--- src/rtl/gray_cdc_pkg.sv ---
// Shared definitions for the Gray-code CDC path and its fast-domain consumer:
// default data width, Gray/binary conversion helpers and the decoder state type.
package gray_cdc_pkg;

  localparam int GRAY_WIDTH = 4;

  // Decoder state: waiting for the first accepted code, or tracking a sequence.
  typedef enum logic {
    ST_IDLE   = 1'b0,
    ST_LOCKED = 1'b1
  } state_t;

  // Gray to binary: each binary bit is the XOR of all Gray bits at or above it.
  // Operates on a zero-extended 32-bit value so any width up to 32 can use it.
  function automatic logic [31:0] gray2bin(input logic [31:0] g);
    logic [31:0] b;
    b = g;
    for (int s = 1; s < 32; s++) begin
      b = b ^ (g >> s);
    end
    return b;
  endfunction

  // Binary to Gray: adjacent-bit XOR.
  function automatic logic [31:0] bin2gray(input logic [31:0] b);
    return b ^ (b >> 1);
  endfunction

endpackage

--- src/rtl/gray_stable_filter.sv ---
// Stability filter: tracks the most recent input code and how many consecutive
// edges it has been seen, flagging the edge on which it becomes settled.
module gray_stable_filter #(
  parameter int WIDTH         = 4,
  parameter int STABLE_CYCLES = 2
) (
  input  logic             clk_f,
  input  logic             rst,
  input  logic [WIDTH-1:0] gray_in,
  output logic [WIDTH-1:0] stable_code,
  output logic             stable_hit
);

  localparam logic [2:0] HOLD_MAX = 3'(STABLE_CYCLES);

  logic [WIDTH-1:0] cand;
  logic [2:0]       hold_cnt;
  logic [2:0]       hold_next;
  logic             code_changed;

  assign code_changed = (gray_in != cand);

  // Next hold count: a new code restarts at one, a repeated code counts up to the limit.
  always_comb begin
    hold_next = hold_cnt;
    if (code_changed) begin
      hold_next = 3'd1;
    end else if (hold_cnt != HOLD_MAX) begin
      hold_next = hold_cnt + 3'd1;
    end
  end

  // The hit fires only when the count arrives at the limit, not while parked there.
  // A code change with a limit of one is a fresh arrival even if the count was saturated.
  assign stable_hit  = (hold_next == HOLD_MAX) && (code_changed || (hold_cnt != HOLD_MAX));
  // Whenever a hit fires the candidate being registered this edge equals gray_in.
  assign stable_code = gray_in;

  // Candidate and hold-count registers.
  always_ff @(posedge clk_f) begin
    if (rst) begin
      cand     <= '0;
      hold_cnt <= 3'd0;
    end else begin
      if (code_changed) begin
        cand <= gray_in;
      end
      hold_cnt <= hold_next;
    end
  end

endmodule

--- src/rtl/gray_rx_decoder.sv ---
// Fast-domain Gray-code consumer: accepts settled codes, converts them to binary,
// strobes each new value and checks that consecutive values advance by +1.
//
// Output handshake: bin_valid is a one-cycle strobe with no ready; bin_out and
// step_err are meaningful in the cycle bin_valid is high and the consumer must
// take them then. bin_out keeps its value until the next acceptance.
module gray_rx_decoder
  import gray_cdc_pkg::*;
#(
  parameter int WIDTH         = GRAY_WIDTH,
  parameter int STABLE_CYCLES = 2,
  parameter int ERR_CNT_W     = 8
) (
  input  logic                 clk_f,
  input  logic                 rst,
  input  logic [WIDTH-1:0]     gray_in,
  output logic [WIDTH-1:0]     bin_out,
  output logic                 bin_valid,
  output logic                 step_err,
  output logic [ERR_CNT_W-1:0] err_cnt,
  output logic                 locked,
  output state_t               dbg_state
);

  localparam logic [ERR_CNT_W-1:0] ERR_MAX = '1;

  state_t           state;
  logic [WIDTH-1:0] last_gray;
  logic [WIDTH-1:0] stable_code;
  logic             stable_hit;
  logic [WIDTH-1:0] bin_new;
  logic [WIDTH-1:0] bin_expected;
  logic             accept;

  gray_stable_filter #(
    .WIDTH        (WIDTH),
    .STABLE_CYCLES(STABLE_CYCLES)
  ) u_filter (
    .clk_f      (clk_f),
    .rst        (rst),
    .gray_in    (gray_in),
    .stable_code(stable_code),
    .stable_hit (stable_hit)
  );

  assign bin_new      = WIDTH'(gray2bin(32'(stable_code)));
  assign bin_expected = bin_out + WIDTH'(1);
  // A settled code re-appearing after a glitch is not a new value once locked.
  assign accept       = stable_hit && ((state == ST_IDLE) || (stable_code != last_gray));
  assign dbg_state    = state;

  // Decoder FSM with registered strobes, step check and saturating error count.
  always_ff @(posedge clk_f) begin
    if (rst) begin
      state     <= ST_IDLE;
      last_gray <= '0;
      bin_out   <= '0;
      bin_valid <= 1'b0;
      step_err  <= 1'b0;
      err_cnt   <= '0;
      locked    <= 1'b0;
    end else begin
      bin_valid <= 1'b0;
      step_err  <= 1'b0;
      case (state)
        ST_IDLE: begin
          if (accept) begin
            bin_out   <= bin_new;
            last_gray <= stable_code;
            bin_valid <= 1'b1;
            locked    <= 1'b1;
            state     <= ST_LOCKED;
          end
        end
        ST_LOCKED: begin
          if (accept) begin
            bin_out   <= bin_new;
            last_gray <= stable_code;
            bin_valid <= 1'b1;
            if (bin_new != bin_expected) begin
              step_err <= 1'b1;
              if (err_cnt != ERR_MAX) begin
                err_cnt <= err_cnt + ERR_CNT_W'(1);
              end
            end
          end
        end
        default: state <= ST_IDLE;
      endcase
    end
  end

endmodule

--- config.mk ---
export PLATFORM = sky130hd
export DESIGN_NAME = gray_rx_decoder
export DESIGN_NICKNAME = d
export VERILOG_FILES = /design/src/rtl/gray_cdc_pkg.sv /design/src/rtl/gray_stable_filter.sv /design/src/rtl/gray_rx_decoder.sv
export SDC_FILE = /design/constraint.sdc
export NUM_CORES = 1
export LEC_CHECK = 0
export CORE_MARGIN = 10
export CORE_UTILIZATION = 35
export CTS_CLUSTER_SIZE = 20
export DETAILED_ROUTE_END_ITERATION = 8
export PLACE_DENSITY_LB_ADDON = 0.2
export SKIP_LAST_GASP = 1
export SLEW_MARGIN = 10
export SYNTH_ARGS = -nofsm -noshare
export SYNTH_HDL_FRONTEND = slang
export SYNTH_SLANG_ARGS = --single-unit
--- constraint.sdc ---
create_clock -name clk_f -period 3 [get_ports clk_f]
set_input_delay 0.45 -clock clk_f [delete_from_list [all_inputs] [get_ports clk_f]]
set_output_delay 0.45 -clock clk_f [all_outputs]
set_load 0.03 [all_outputs]
==> metrics <==
diode insertion count for antenna repair=0; total DRC errors in the routed layout=0; wire length of the first global-routing pass=4.87 mm; arrival time of data at the critical path endpoint=3.00 ns; crit-path cells=clkdlybuf4s50_1 > xnor2_4 > nand4_2 > or4_1 > or4b_4 > or4_1 > a21oi_1; total of warnings raised by yosys=0; buffers plus inverters on the worst setup path=1; status=finished clean; cell seen most often among critical-path stages=or4_1; number of rows in the core area=22; setup clock skew after layout=0.00412 ns; Pins Over Slew Limit=0; crit path time final=roughly 2.8 ns; Period Utilization, post-route=93.8%; GRT Resource Usage Total=9.04%; headroom to the max-slew limit=43.2%; most common cell in the synthesized netlist=dfxtp_1; Worst Setup Slack, final=0.187 ns; Antenna Nets Post-Route=0; number of antenna violations at the first check in global routing=0; Post-CTS Resized=0; overall die area=about 6800 µm²; number of placed instances, taps included=roughly 220; Worst Hold Slack=0.489 ns; clock buffer depth=2; DP HPWL=2.15 mm; ys async rst share=0%; Critical-path top delay cell=clkdlybuf4s50_1; largest fanout on the critical path=5; register area share after synthesis=38.1%; post-synthesis register bit count=26; die width=between 80 and 90 µm; path class of the lowest-slack min-delay path=reg -> reg; starting density of the core=between 30 and 40%; total nets after synthesis=160; via count=1,086; number of H-tree levels=1; leakage power=0.680 nW; peak per-stage delay on the critical path=0.58 ns; layout net count=190; area of all placed cells without fillers=1740 µm²; category of the worst setup path launch point=input port; number of hold-repair buffers added at the cts stage=0; CP endpoint kind=register; Die Span Y=82.5 µm; first-iteration detailed-routing DRC count=44; Least-Margin Pin Slew=0.849 ns; port buffer count=21; register clock-pin slew on the reported worst setup and hold paths=0.09 ns; worst slack, placed=-0.123 ns; Clock Tree Root=clkbuf_8; area grow syn2layout=27.6%; number of clock sinks=26; final std cells w/o fill=between 200 and 250; highest clock frequency the design can meet=355 MHz; number of CTS-inserted buffers=3; worst setup path class=in -> reg; number of flops mapped to enable cells by yosys=0; worst supply voltage drop on vdd=0.168 mV; Worst EP required=3.18 ns; cell type with the largest total area after synthesis=dfxtp_1; Synth Area per Inst=9.11 µm²; total overflow reported by the global router=0; area inside the core boundary=3720 µm²; RSZ-0062 raised after global routing=no; most used flip-flop cell after synthesis=dfxtp_1; Util after Layout=~47%; placed standard-cell area=1690 µm²; count of boundary I/O pins=22; top cells by area, synth=dfxtp_1, xnor2_1, nor2_1, mux2i_1, ha_1; commonest cells in the synthesized netlist=dfxtp_1, nor2_1, xnor2_1; aggregate routed wire length=2.82 mm; TritonCTS clock tree=done; clock latency on the worst-skew pair=approximately 0.27 ns; total setup buffers inserted after CTS=0; 1st-pass router iterations=4; count of cell types in the netlist=37; share of the synthesized area in the top cell type=38.1%; routability cong.=0.789; mean number of vias per cell=roughly 4.8; layout cells sized above 1=13.4%; power density over cell area=approximately 380 nW/µm²; gate family responsible for the most delay along the worst path=simple AND/OR/NAND/NOR gates; Routed WL per cell=12.4 µm; cell area after synthesis=1370 µm²; final number of hold-violating endpoints=0; maximum number of pins on one net before global-route repair=25; vias in the first global route=1,112; gate count after technology mapping=150; Max Cap Viol=0; setup violators final=0
-- report_power, final --
group	switching (mW)	total, mW	internal (mW)
sequential	0.00460	0.355	0.351
clock	0.109	0.226	0.117
combinational	0.0412	0.0826	0.0413
-- layout make-up --
cell class	instances	area, µm²
fillers	376	1970
repair buffers	34	308
flip-flops and latches	26	520
clock buffers	4	55.1
inverters	3	11.3
well taps	48	60.1
multi-input cells	112	788
-- cell usage in the layout (no fill, tap or decap), types with 3 or more instances in the layout --
cell	count
nand2b_1	4
clkbuf_8	4
ha_1	4
buf_4	13
nor4_1	4
inv_1	3
nand3_1	4
xnor2_1	11
clkdlybuf4s50_1	21
o21ai_0	3
xor2_1	4
dfxtp_1	26
nor2b_1	8
a21oi_1	8
mux2i_1	7
nor2_1	19
nor3_1	3
mux2_1	3
nand2_1	6
nand4_1	3
or4_1	3
-- worst min-delay path: stages (launching register included) --
cell and delay [ns]:
dfxtp_1 0.34, nor2_1 0.05, nor2_1 0.07
-- layer usage --
metal	GRT usage [%]	vias to the layer above	wire length, µm
li1	-	577	-
met3	2.27	2	142
met4	4.25	0	24
met5	0	-	0
met2	15.5	10	1360
met1	10.3	497	1290
-- sequential cells by signal, indices dropped and copies added, names as in the netlist --
name               count
err_cnt                8
bin_out                4
u_filter.cand          4
last_gray              3
u_filter.hold_cnt      3
bin_valid              1
dbg_state              1
locked                 1
step_err               1
-- stage by stage --
step | power [mW] | TNS, ns
finish | 0.664 | 0
global route | 0.691 | 0
CTS | 0.674 | 0
detailed placement | 0.446 | -0.205
global placement | 0.444 | -0.0643
floorplan | 0.417 | 0
-- final timing paths --
path	from	endpoint	slack, ns	cells past startpoint
hold / removal	locked	locked	0.49	2
setup / recovery	gray_in[0]	err_cnt[4]	0.19	7
hold reg to reg	locked	locked	0.49	2
setup reg to reg	u_filter.hold_cnt[0]	err_cnt[4]	0.45	8
-- logic make-up after synthesis --
family / share of synthesized area, %
adders and majority gates: 3.66
xor gates and xnor gates: 12.8
AOI/OAI and AO/OA: 6.96
buffers and inverters: 4.21
and+or+nand+nor: 25.8
DFF: 38.1
muxes: 8.42
Note: power is estimated with default switching activity, not from simulation.
